<file path="config.mk">
export PLATFORM = sky130hd
export DESIGN_NAME = vec_issue_ctrl
export DESIGN_NICKNAME = d
export VERILOG_FILES = /design/src/rtl/vec_pkg.sv /design/src/rtl/vec_rr_arb.sv /design/src/rtl/vec_issue_ctrl.sv
export SDC_FILE = /design/constraint.sdc
export NUM_CORES = 1
export LEC_CHECK = 0
export ABC_AREA = 1
export BUFFER_PORTS_ARGS = -buffer_cell sky130_fd_sc_hd__buf_2
export CAP_MARGIN = 10
export CORE_MARGIN = 3
export CORE_UTILIZATION = 40
export DETAILED_ROUTE_END_ITERATION = 10
export PLACE_DENSITY = 0.74
export SETUP_SLACK_MARGIN = 0.05
export SYNTH_ARGS = -nofsm -noshare
export SYNTH_HDL_FRONTEND = slang
export SYNTH_SLANG_ARGS = --single-unit
</file>
<file path="constraint.sdc">
create_clock -name clk_i -period 3.9 [get_ports clk_i]
set_input_delay 0.78 -clock clk_i [delete_from_list [all_inputs] [get_ports clk_i]]
set_output_delay 0.78 -clock clk_i [all_outputs]
set_load 0.02 [all_outputs]
</file>
<file path="src/rtl/vec_pkg.sv">
// Shared opcode/state types and the opcode legality helper for the vector issue controller.
package vec_pkg;

    typedef enum logic [3:0] {
        OP_ADD    = 4'b0000,
        OP_SUB    = 4'b0001,
        OP_MUL    = 4'b0010,
        OP_ADDS   = 4'b0100,
        OP_SUBS   = 4'b0101,
        OP_MULS   = 4'b0110,
        OP_READ   = 4'b1000,
        OP_WRITE  = 4'b1001,
        OP_MATMUL = 4'b1111
    } vec_op_e;

    typedef enum logic [1:0] {
        s_IDLE  = 2'd0,
        s_ISSUE = 2'd1,
        s_BUSY  = 2'd2,
        s_RESP  = 2'd3
    } vec_state_e;

    function automatic logic vec_op_legal(input logic [3:0] op);
        case (op)
            OP_ADD, OP_SUB, OP_MUL,
            OP_ADDS, OP_SUBS, OP_MULS,
            OP_READ, OP_WRITE, OP_MATMUL: return 1'b1;
            default:                      return 1'b0;
        endcase
    endfunction

endpackage

</file>
<file path="src/rtl/vec_rr_arb.sv">
// Round-robin arbiter: the priority pointer moves past the winner only when advance_i
// reports that the grant was actually taken.
module vec_rr_arb #(
    parameter  int reqs_p   = 2,
    localparam int idx_w_lp = $clog2(reqs_p)
) (
    input  logic                clk_i,
    input  logic                reset_n_i,
    input  logic [reqs_p-1:0]   req_i,
    input  logic                advance_i,
    output logic [reqs_p-1:0]   grant_o,
    output logic [idx_w_lp-1:0] grant_idx_o,
    output logic                grant_v_o
);

    logic [idx_w_lp-1:0] ptr_r;
    logic [idx_w_lp-1:0] idx;

    // NOTE: every output of a combinational block gets a default first so no path infers a latch.
    always_comb begin
        grant_o     = '0;
        grant_idx_o = '0;
        grant_v_o   = 1'b0;
        idx         = '0;
        for (int k = 0; k < reqs_p; k++) begin
            idx = idx_w_lp'((int'(ptr_r) + k) % reqs_p);
            if (!grant_v_o && req_i[idx]) begin
                grant_v_o    = 1'b1;
                grant_o[idx] = 1'b1;
                grant_idx_o  = idx;
            end
        end
    end

    // NOTE: clocked state uses non-blocking assignments so every flop samples pre-edge values.
    always_ff @(posedge clk_i) begin
        if (!reset_n_i) begin
            ptr_r <= '0;
        end else if (advance_i && grant_v_o) begin
            ptr_r <= (grant_idx_o == idx_w_lp'(reqs_p - 1)) ? '0 : grant_idx_o + 1'b1;
        end
    end

endmodule

</file>
<file path="src/rtl/vec_issue_ctrl.sv">
// Command scheduler in front of the vector unit: arbitrates requesters, screens commands,
// holds the accepted command on the unit pins and returns the response to its owner.
module vec_issue_ctrl
    import vec_pkg::*;
#(
    parameter  int els_p           = 12,
    parameter  int vlen_p          = 4,
    parameter  int vdw_p           = 6,
    parameter  int reqs_p          = 2,
    localparam int v_addr_width_lp = (els_p == 1) ? 1 : $clog2(els_p),
    localparam int vw_lp           = vlen_p * vdw_p,
    localparam int owner_w_lp      = $clog2(reqs_p)
) (
    input  logic                                   clk_i,
    input  logic                                   reset_n_i,

    input  logic [reqs_p-1:0]                      req_v_i,
    output logic [reqs_p-1:0]                      req_ready_o,
    input  logic [reqs_p-1:0][3:0]                 req_op_i,
    input  logic [reqs_p-1:0][v_addr_width_lp-1:0] req_addrA_i,
    input  logic [reqs_p-1:0][v_addr_width_lp-1:0] req_addrB_i,
    input  logic [reqs_p-1:0][v_addr_width_lp-1:0] req_addrD_i,
    input  logic [reqs_p-1:0][vdw_p-1:0]           req_scalar_i,
    input  logic [reqs_p-1:0][vw_lp-1:0]           req_w_data_i,

    output logic [reqs_p-1:0]                      resp_v_o,
    output logic [vw_lp-1:0]                       resp_data_o,
    output logic                                   resp_err_o,
    input  logic [reqs_p-1:0]                      resp_yumi_i,

    output logic [3:0]                             vu_op_o,
    output logic [v_addr_width_lp-1:0]             vu_addrA_o,
    output logic [v_addr_width_lp-1:0]             vu_addrB_o,
    output logic [v_addr_width_lp-1:0]             vu_addrD_o,
    output logic [vdw_p-1:0]                       vu_scalar_o,
    output logic [vw_lp-1:0]                       vu_w_data_o,
    output logic                                   vu_v_o,
    input  logic                                   vu_ready_i,
    input  logic                                   vu_done_i,
    input  logic                                   vu_v_i,
    input  logic [vw_lp-1:0]                       vu_r_data_i,
    output logic                                   vu_yumi_o
);

    localparam int aw_lp = v_addr_width_lp + 1;

    vec_state_e                state_r, state_n;
    logic [reqs_p-1:0]         grant;
    logic [owner_w_lp-1:0]     grant_idx, owner_r;
    logic                      grant_v, xfer;
    logic                      err_r, done_seen_r, done_now, is_read, capture;
    logic [vw_lp-1:0]          data_r;

    logic [3:0]                sel_op;
    logic [aw_lp-1:0]          sel_a, sel_b, sel_d;
    logic                      a_ok, b_ok, d_ok, a_span_ok, b_span_ok, d_span_ok;
    logic                      addr_ok, cmd_legal;

    vec_rr_arb #(.reqs_p(reqs_p)) arb (
        .clk_i       (clk_i),
        .reset_n_i   (reset_n_i),
        .req_i       (req_v_i),
        .advance_i   (xfer),
        .grant_o     (grant),
        .grant_idx_o (grant_idx),
        .grant_v_o   (grant_v)
    );

    assign xfer = (state_r == s_IDLE) && grant_v;

    // Screen the granted command before it is accepted; addresses are widened one bit
    // so the matmul span sums cannot wrap.
    always_comb begin
        sel_op    = req_op_i[grant_idx];
        sel_a     = {1'b0, req_addrA_i[grant_idx]};
        sel_b     = {1'b0, req_addrB_i[grant_idx]};
        sel_d     = {1'b0, req_addrD_i[grant_idx]};
        a_ok      = sel_a < aw_lp'(els_p);
        b_ok      = sel_b < aw_lp'(els_p);
        d_ok      = sel_d < aw_lp'(els_p);
        a_span_ok = (sel_a + aw_lp'(vlen_p - 1)) < aw_lp'(els_p);
        b_span_ok = (sel_b + aw_lp'(vlen_p - 1)) < aw_lp'(els_p);
        d_span_ok = (sel_d + aw_lp'(vlen_p - 1)) < aw_lp'(els_p);
        addr_ok   = 1'b0;
        case (sel_op)
            OP_READ, OP_WRITE:        addr_ok = d_ok;
            OP_ADDS, OP_SUBS, OP_MULS: addr_ok = a_ok && d_ok;
            OP_MATMUL:                addr_ok = a_span_ok && b_span_ok && d_span_ok;
            default:                  addr_ok = a_ok && b_ok && d_ok;
        endcase
        cmd_legal = vec_op_legal(sel_op) && addr_ok;
    end

    // A done pulse may precede read data; remember it so the data is still taken.
    assign is_read  = (vu_op_o == OP_READ);
    assign done_now = vu_done_i || done_seen_r;
    assign capture  = (state_r == s_BUSY) && done_now && (!is_read || vu_v_i);

    always_comb begin
        state_n     = state_r;
        req_ready_o = '0;
        resp_v_o    = '0;
        vu_v_o      = 1'b0;
        vu_yumi_o   = 1'b0;
        case (state_r)
            s_IDLE: begin
                req_ready_o = grant;
                if (xfer) state_n = cmd_legal ? s_ISSUE : s_RESP;
            end
            s_ISSUE: begin
                vu_v_o = 1'b1;
                if (vu_ready_i) state_n = s_BUSY;
            end
            s_BUSY: begin
                vu_yumi_o = is_read && done_now && vu_v_i;
                if (capture) state_n = s_RESP;
            end
            s_RESP: begin
                resp_v_o[owner_r] = 1'b1;
                if (resp_yumi_i[owner_r]) state_n = s_IDLE;
            end
            default: state_n = s_IDLE;
        endcase
    end

    always_ff @(posedge clk_i) begin
        if (!reset_n_i) begin
            state_r     <= s_IDLE;
            owner_r     <= '0;
            vu_op_o     <= '0;
            vu_addrA_o  <= '0;
            vu_addrB_o  <= '0;
            vu_addrD_o  <= '0;
            vu_scalar_o <= '0;
            vu_w_data_o <= '0;
            err_r       <= 1'b0;
            data_r      <= '0;
            done_seen_r <= 1'b0;
        end else begin
            state_r <= state_n;
            if (xfer) begin
                owner_r     <= grant_idx;
                vu_op_o     <= req_op_i[grant_idx];
                vu_addrA_o  <= req_addrA_i[grant_idx];
                vu_addrB_o  <= req_addrB_i[grant_idx];
                vu_addrD_o  <= req_addrD_i[grant_idx];
                vu_scalar_o <= req_scalar_i[grant_idx];
                vu_w_data_o <= req_w_data_i[grant_idx];
                err_r       <= !cmd_legal;
                data_r      <= '0;
                done_seen_r <= 1'b0;
            end
            if (state_r == s_BUSY) begin
                if (vu_done_i) done_seen_r <= 1'b1;
                if (capture) begin
                    data_r      <= is_read ? vu_r_data_i : '0;
                    done_seen_r <= 1'b0;
                end
            end
            if (state_r == s_RESP && resp_yumi_i[owner_r]) err_r <= 1'b0;
        end
    end

    assign resp_err_o  = err_r;
    assign resp_data_o = data_r;

endmodule

</file>
# [Word-level counts from Yosys, hierarchy flattened]
# Memory sizes are Yosys's and may differ from the RTL's.
# Index checks and enable logic that the tools add are counted.
[op_classes] muxes=50 bitwise=2 eq_ne=14 addsub=5 reduce_logical=27 order_cmp=13
[op_table] op="two-way mux 24 bit" n=6
[op_table] op="two-way mux 4 bit" n=8
[op_table] op="two-way mux 1 bit" n=20
[op_table] op="two-way mux 2 bit" n=9
[op_table] op="logical AND 1 bit" n=17
[op_table] op="equality test 4 bit, second input constant" n=4
[op_table] op="adder 4 x 2 -> 5 bit, second input constant" n=3
[op_table] op="< comparator 5 x 4 -> 1 bit, second input constant" n=3
[op_table] op="equality test 4 x 3 -> 1 bit, second input constant" n=3
[op_table] op="< comparator 4 bit, second input constant" n=3
[op_table] op="two-way mux 6 bit" n=2
[op_table] op="< comparator 1 x 2 -> 1 bit, second input constant" n=4
[op_table] op="case mux 2 bit (4 select lines)" n=1
[op_table] op="equality test 2 bit, second input constant" n=2
[op_table] op="!= test 2 x 1 -> 1 bit, second input constant" n=2
[op_table] op="!= test 2 bit, second input constant" n=2
[op_table] op="AND reduction 4 bit" n=1
[op_table] op="OR reduction 2 bit" n=2
[op_table] op="demux 1 bit (select 1 bit)" n=3
[op_table] op="greater-or-equal comparator 1 bit, second input constant" n=3
[op_table] op="zero test 1 bit" n=3
[op_table] op="case mux 1 bit (3 select lines)" n=1
[op_table] op="OR reduction 3 bit" n=1
[op_table] op="adder 1 bit, second input constant" n=2
[op_table] op="other kinds (5)" n=6
[word_totals] n_memories=1 word_cells=124 romBits=16 register_bits=76
[mem_list] name="(name not given)" depth=16 width=1 rd=1 rd_clocked_by_memory_dff=0 write_ports=0 line="vec_pkg.sv:24" text="case (op)"

# [Logic depth before layout (Yosys ltp)]
[depth] ltp_word=17 ltp_mapped=15 depth_no_buf=15

# [Modules after synthesis]
# A second synthesis with hierarchy kept.
[unflattened] cells_unflattened=543 area_unflattened_um2=3676.0
[modules_own_cells] mod="vec_issue_ctrl" area_each_um2=3584.7 cells_each=524 n_inst=1
[modules_own_cells] mod="vec_rr_arb" area_each_um2=91.3 cells_each=19 n_inst=1

# [Worst setup path before layout]
# OpenSTA, ideal clock, no wires.
[synth_path] path_kind="input -> output" from="input port req_v_i[0]" to="output port req_ready_o[0]" path_buffers=3 setup_slack_ps=1382 arrival_time_ps=1738 path_stages=7 path_cell_list="nand2_4 > buf_6 > nand4_1 > nand2_1 > buf_4 > buf_2 > nor2_1"
[synth_between] elab_chain_cells=7 word_cells_on_any_way=11 cone_classes="mux (8); bitwise (1); reduce/logical (2)"
[synth_rtl] element="start: declaration" line="vec_issue_ctrl.sv:17" text="input logic [reqs_p-1:0] req_v_i,"
[synth_rtl] element="two-way mux 1 bit (implied by the code) (2 in series)" line="vec_rr_arb.sv:27" text="if (!grant_v_o && req_i[idx]) begin"
[synth_rtl] element="two-way mux 1 bit" line="vec_rr_arb.sv:27"
[synth_rtl] element="zero test 1 bit" line="vec_rr_arb.sv:27"
[synth_rtl] element="logical AND 1 bit" line="vec_rr_arb.sv:27"
[synth_rtl] element="two-way mux 2 bit (*)" line="vec_rr_arb.sv:27"
[synth_rtl] element="two-way mux 2 bit (*)" line="vec_issue_ctrl.sv:105" text="case (state_r)"
[synth_rtl] element="end: declaration" line="vec_issue_ctrl.sv:18" text="output logic [reqs_p-1:0] req_ready_o,"
# Every way passes the cells marked *; elsewhere a longest branch is shown, timed or not. The select of a mux whose other input is x is not followed.

# [Worst setup path after layout]
[layout_path] from="register state_r[0]" to="output port vu_yumi_o"
[layout_between] elab_chain_cells=2
[layout_rtl] element="start: declaration" line="vec_issue_ctrl.sv:47" text="vec_state_e state_r, state_n;"
[layout_rtl] element="start signal: assignment" line="vec_issue_ctrl.sv:128" text="state_r <= s_IDLE;"
[layout_rtl] element="start signal: assignment" line="vec_issue_ctrl.sv:140" text="state_r <= state_n;"
[layout_rtl] element="equality test 2 bit" line="vec_issue_ctrl.sv:105"
[layout_rtl] element="two-way mux 1 bit" line="vec_issue_ctrl.sv:105"
[layout_rtl] element="end: declaration" line="vec_issue_ctrl.sv:42" text="output logic vu_yumi_o"
# Every way passes these cells.

==> out/metrics.yaml <==
status: "complete, no violations"
postCtsHoldBufs: 0
wl_um: 10400
ctsHtreeMaxLevel: 3
drc_errors: 0
antenna_found_initial: 0
cp-start-kind: "flop"
post-route-period-util_pct: 65.8
synthCells: 482
grt_start_max_net_pins: 57
syn-num-nets: 611
crit_chain: "inv_1 -> ha_1 -> o21ai_0 -> nor3b_2 -> buf_4 -> buf_2"
portBuffers: 201
synth_edf_count: 0
root_buffer: "clkbuf_8"
min_delay_path_depth: 2
path_clk_slew_ns: 0.09
synth-seq-area-share_pct: 43.4
cts_tree: "done"
synthesis.area_sq_um: 3510
critPathTopFamily: "buffers and inverters"
drtAntennaViolNets: 0
rr_worst_depth: 13
slowest_delay_ns: 0.35
tns_ns: 0
syn_area_per_cell_sq_um: 7.28
path_buf_inv: 3
drt_iter0_drc: 130
final_nets: 795
p_leak_nw: 2.40
relSlewSlack_pct: 53.0
grt_overflow: 0
required_ns: 3.12
cts_setup_buffers: 0
num_antenna_cells: 0
die-area_sq_um: 9930
hpwlAfterDp_um: 7850
cts_made_buffers: 9
die_w_um: 99.7
fmax_mhz: 390
avgRoutedWirePerCell_um: 13.4
coreArea_sq_um: 8380
syn_to_final_growth_pct: 34.0
max_cap_viol_count: 0
clock-sinks: 76
pin_count: 202
via_per_inst: 5.02
drive_above_1_share_pct: 35.5
grtUsageTotal_pct: 20.7
grt_pass1_wl_um: 16900
async_reset_ff_share_pct: 0
initial_core_util_pct: 41.9
path_class: "flop to primary output"
power_w: 0.00305
grt_pass1_vias: 3781
ir_worst_vdd_uv: 484
gp_congestion: 0.855
arrival_ns: 1.79
yosysUniqueCellTypes: 31
path_depth: 6
rsz0062_at_grt: "false"
clkLatencyLatePin_ns: 0.34
cts_buffer_depth: 2
synth_seq_cells: 76
num_rows: 33
die_h_um: 99.7
cts_resized: 0
crit_path_max_fanout: 25
drv_slew: 0
worstMarginPinSlew_ns: 0.703
finalCriticalPeriod_ns: 2.57
via_count: 3895
finClkSkew_ns: 0.0112
synth_ff_type: "dfxtp_1"
setup_viol: 0
cp_slowest_cell: "dfxtp_1"
post-route-util_pct: 56.1
firstDrtPassIters: 4
synth.yosys.warnings: 0
hold_viol: 0
worst_hold_path_type: "flop to flop"
critPathCaptureType: "primary output"
p_per_area_nw_per_um2: 649
==> worst paths after layout <==
check                    endpoint  slack (ns)            start
setup / recovery        vu_yumi_o        1.33       state_r[0]
hold / removal    resp_data_o[23]        0.47  resp_data_o[23]
setup reg to reg       resp_err_o        1.88        arb.ptr_r
hold reg to reg   resp_data_o[23]        0.47  resp_data_o[23]
==> through the flow <==
| step | hold WS, ns | setup WS [ns] | std cells | cell area (sq um) |
|---|---|---|---|---|
| 4_1_cts | 0.480 | 1.32 | 776 | 4700 |
| 3_3_place_gp | 0.452 | 1.40 | 760 | 4520 |
| 2_1_floorplan | 0.460 | 1.38 | 482 | 3510 |
| 3_5_place_dp | 0.462 | 1.39 | 760 | 4520 |
| 5_1_grt | 0.498 | 1.17 | 776 | 4700 |
| 6_report | 0.474 | 1.33 | 776 | 4700 |
==> cells in the mapped netlist, types with 5 or more instances <==
library cell | count | area [sq um]
buf_2 | 5 | 25.0
nand2_1 | 138 | 518
a211oi_1 | 8 | 60.1
dfxtp_1 | 76 | 1520
o21ai_0 | 69 | 345
a21oi_1 | 8 | 40.0
nand3_1 | 31 | 155
buf_6 | 5 | 56.3
inv_1 | 27 | 101
nand3b_1 | 5 | 37.5
nor2_1 | 23 | 86.3
a31oi_1 | 31 | 194
clkbuf_1 | 20 | 75.1
==> sequential cells by signal (all words and copies together) (netlist names) <==
| register | count |
|---|---|
| resp_data_o | 24 |
| vu_w_data_o | 24 |
| vu_scalar_o | 6 |
| vu_addrA_o | 4 |
| vu_addrB_o | 4 |
| vu_addrD_o | 4 |
| vu_op_o | 4 |
| state_r | 2 |
| arb.ptr_r | 1 |
| done_seen_r | 1 |
| owner_r | 1 |
| resp_err_o | 1 |
==> metal layers <==
metal  track usage [%]  vias to the layer above  share of wire [%]
met5                 0                        -                  0
met4              8.61                        0                2.2
met3              4.77                       17                7.7
met2              35.4                      147                 48
met1              24.8                     1751                 42
li1                  -                     1980                  -
==> layout by cell type (no fill, tap or decap), types with 4 or more instances in the layout <==
master / synthesis / layout
inv_1: 27 / 27
o21ai_0: 69 / 69
nand3b_1: 5 / 5
nand2_1: 138 / 138
ha_1: 4 / 4
a211oi_1: 8 / 8
a21oi_1: 8 / 8
buf_4: 4 / 5
dfxtp_1: 76 / 76
nor2_1: 23 / 23
buf_2: 5 / 201
clkbuf_8: 0 / 9
a31oi_1: 31 / 31
o21ai_1: 4 / 4
nand3_1: 31 / 31
==> tightest hold or removal path: cells and delay by family (launching register included) <==
kind	cells	cell delay, ns
AOI/OAI and AO/OA	1	0.06
DFF	1	0.32
and+or+nand+nor	1	0.05
==> final cells by class <==
cell class | instances | area [sq um]
Clock buffer | 9 | 124
Clock inverter | 7 | 60.1
Fill cell | 823 | 3680
Inverter | 31 | 116
Multi-Input combinational cell | 341 | 1680
Sequential cell | 76 | 1520
Tap cell | 105 | 131
Timing Repair Buffer | 207 | 1060
==> power breakdown <==
group / internal [W] / switching, W
clock network: 0.000240 / 0.000322
registers: 0.00101 / 0.000126
logic: 0.000441 / 0.000916
total: 0.00169 / 0.00136
==> kinds of logic (layout without fill, tap and decap cells) <==
family          count (synthesis)  after routing  share of synthesized area (%)
buf+inv                        65            254                           8.63
flops                          76             76                           43.4
fa+ha+maj                       4              4                           1.43
mux                             3              3                          0.856
simple gates                  209            209                           25.7
compound gates                125            125                           20.0
No activity file was read; power rests on OpenSTA's default activity.
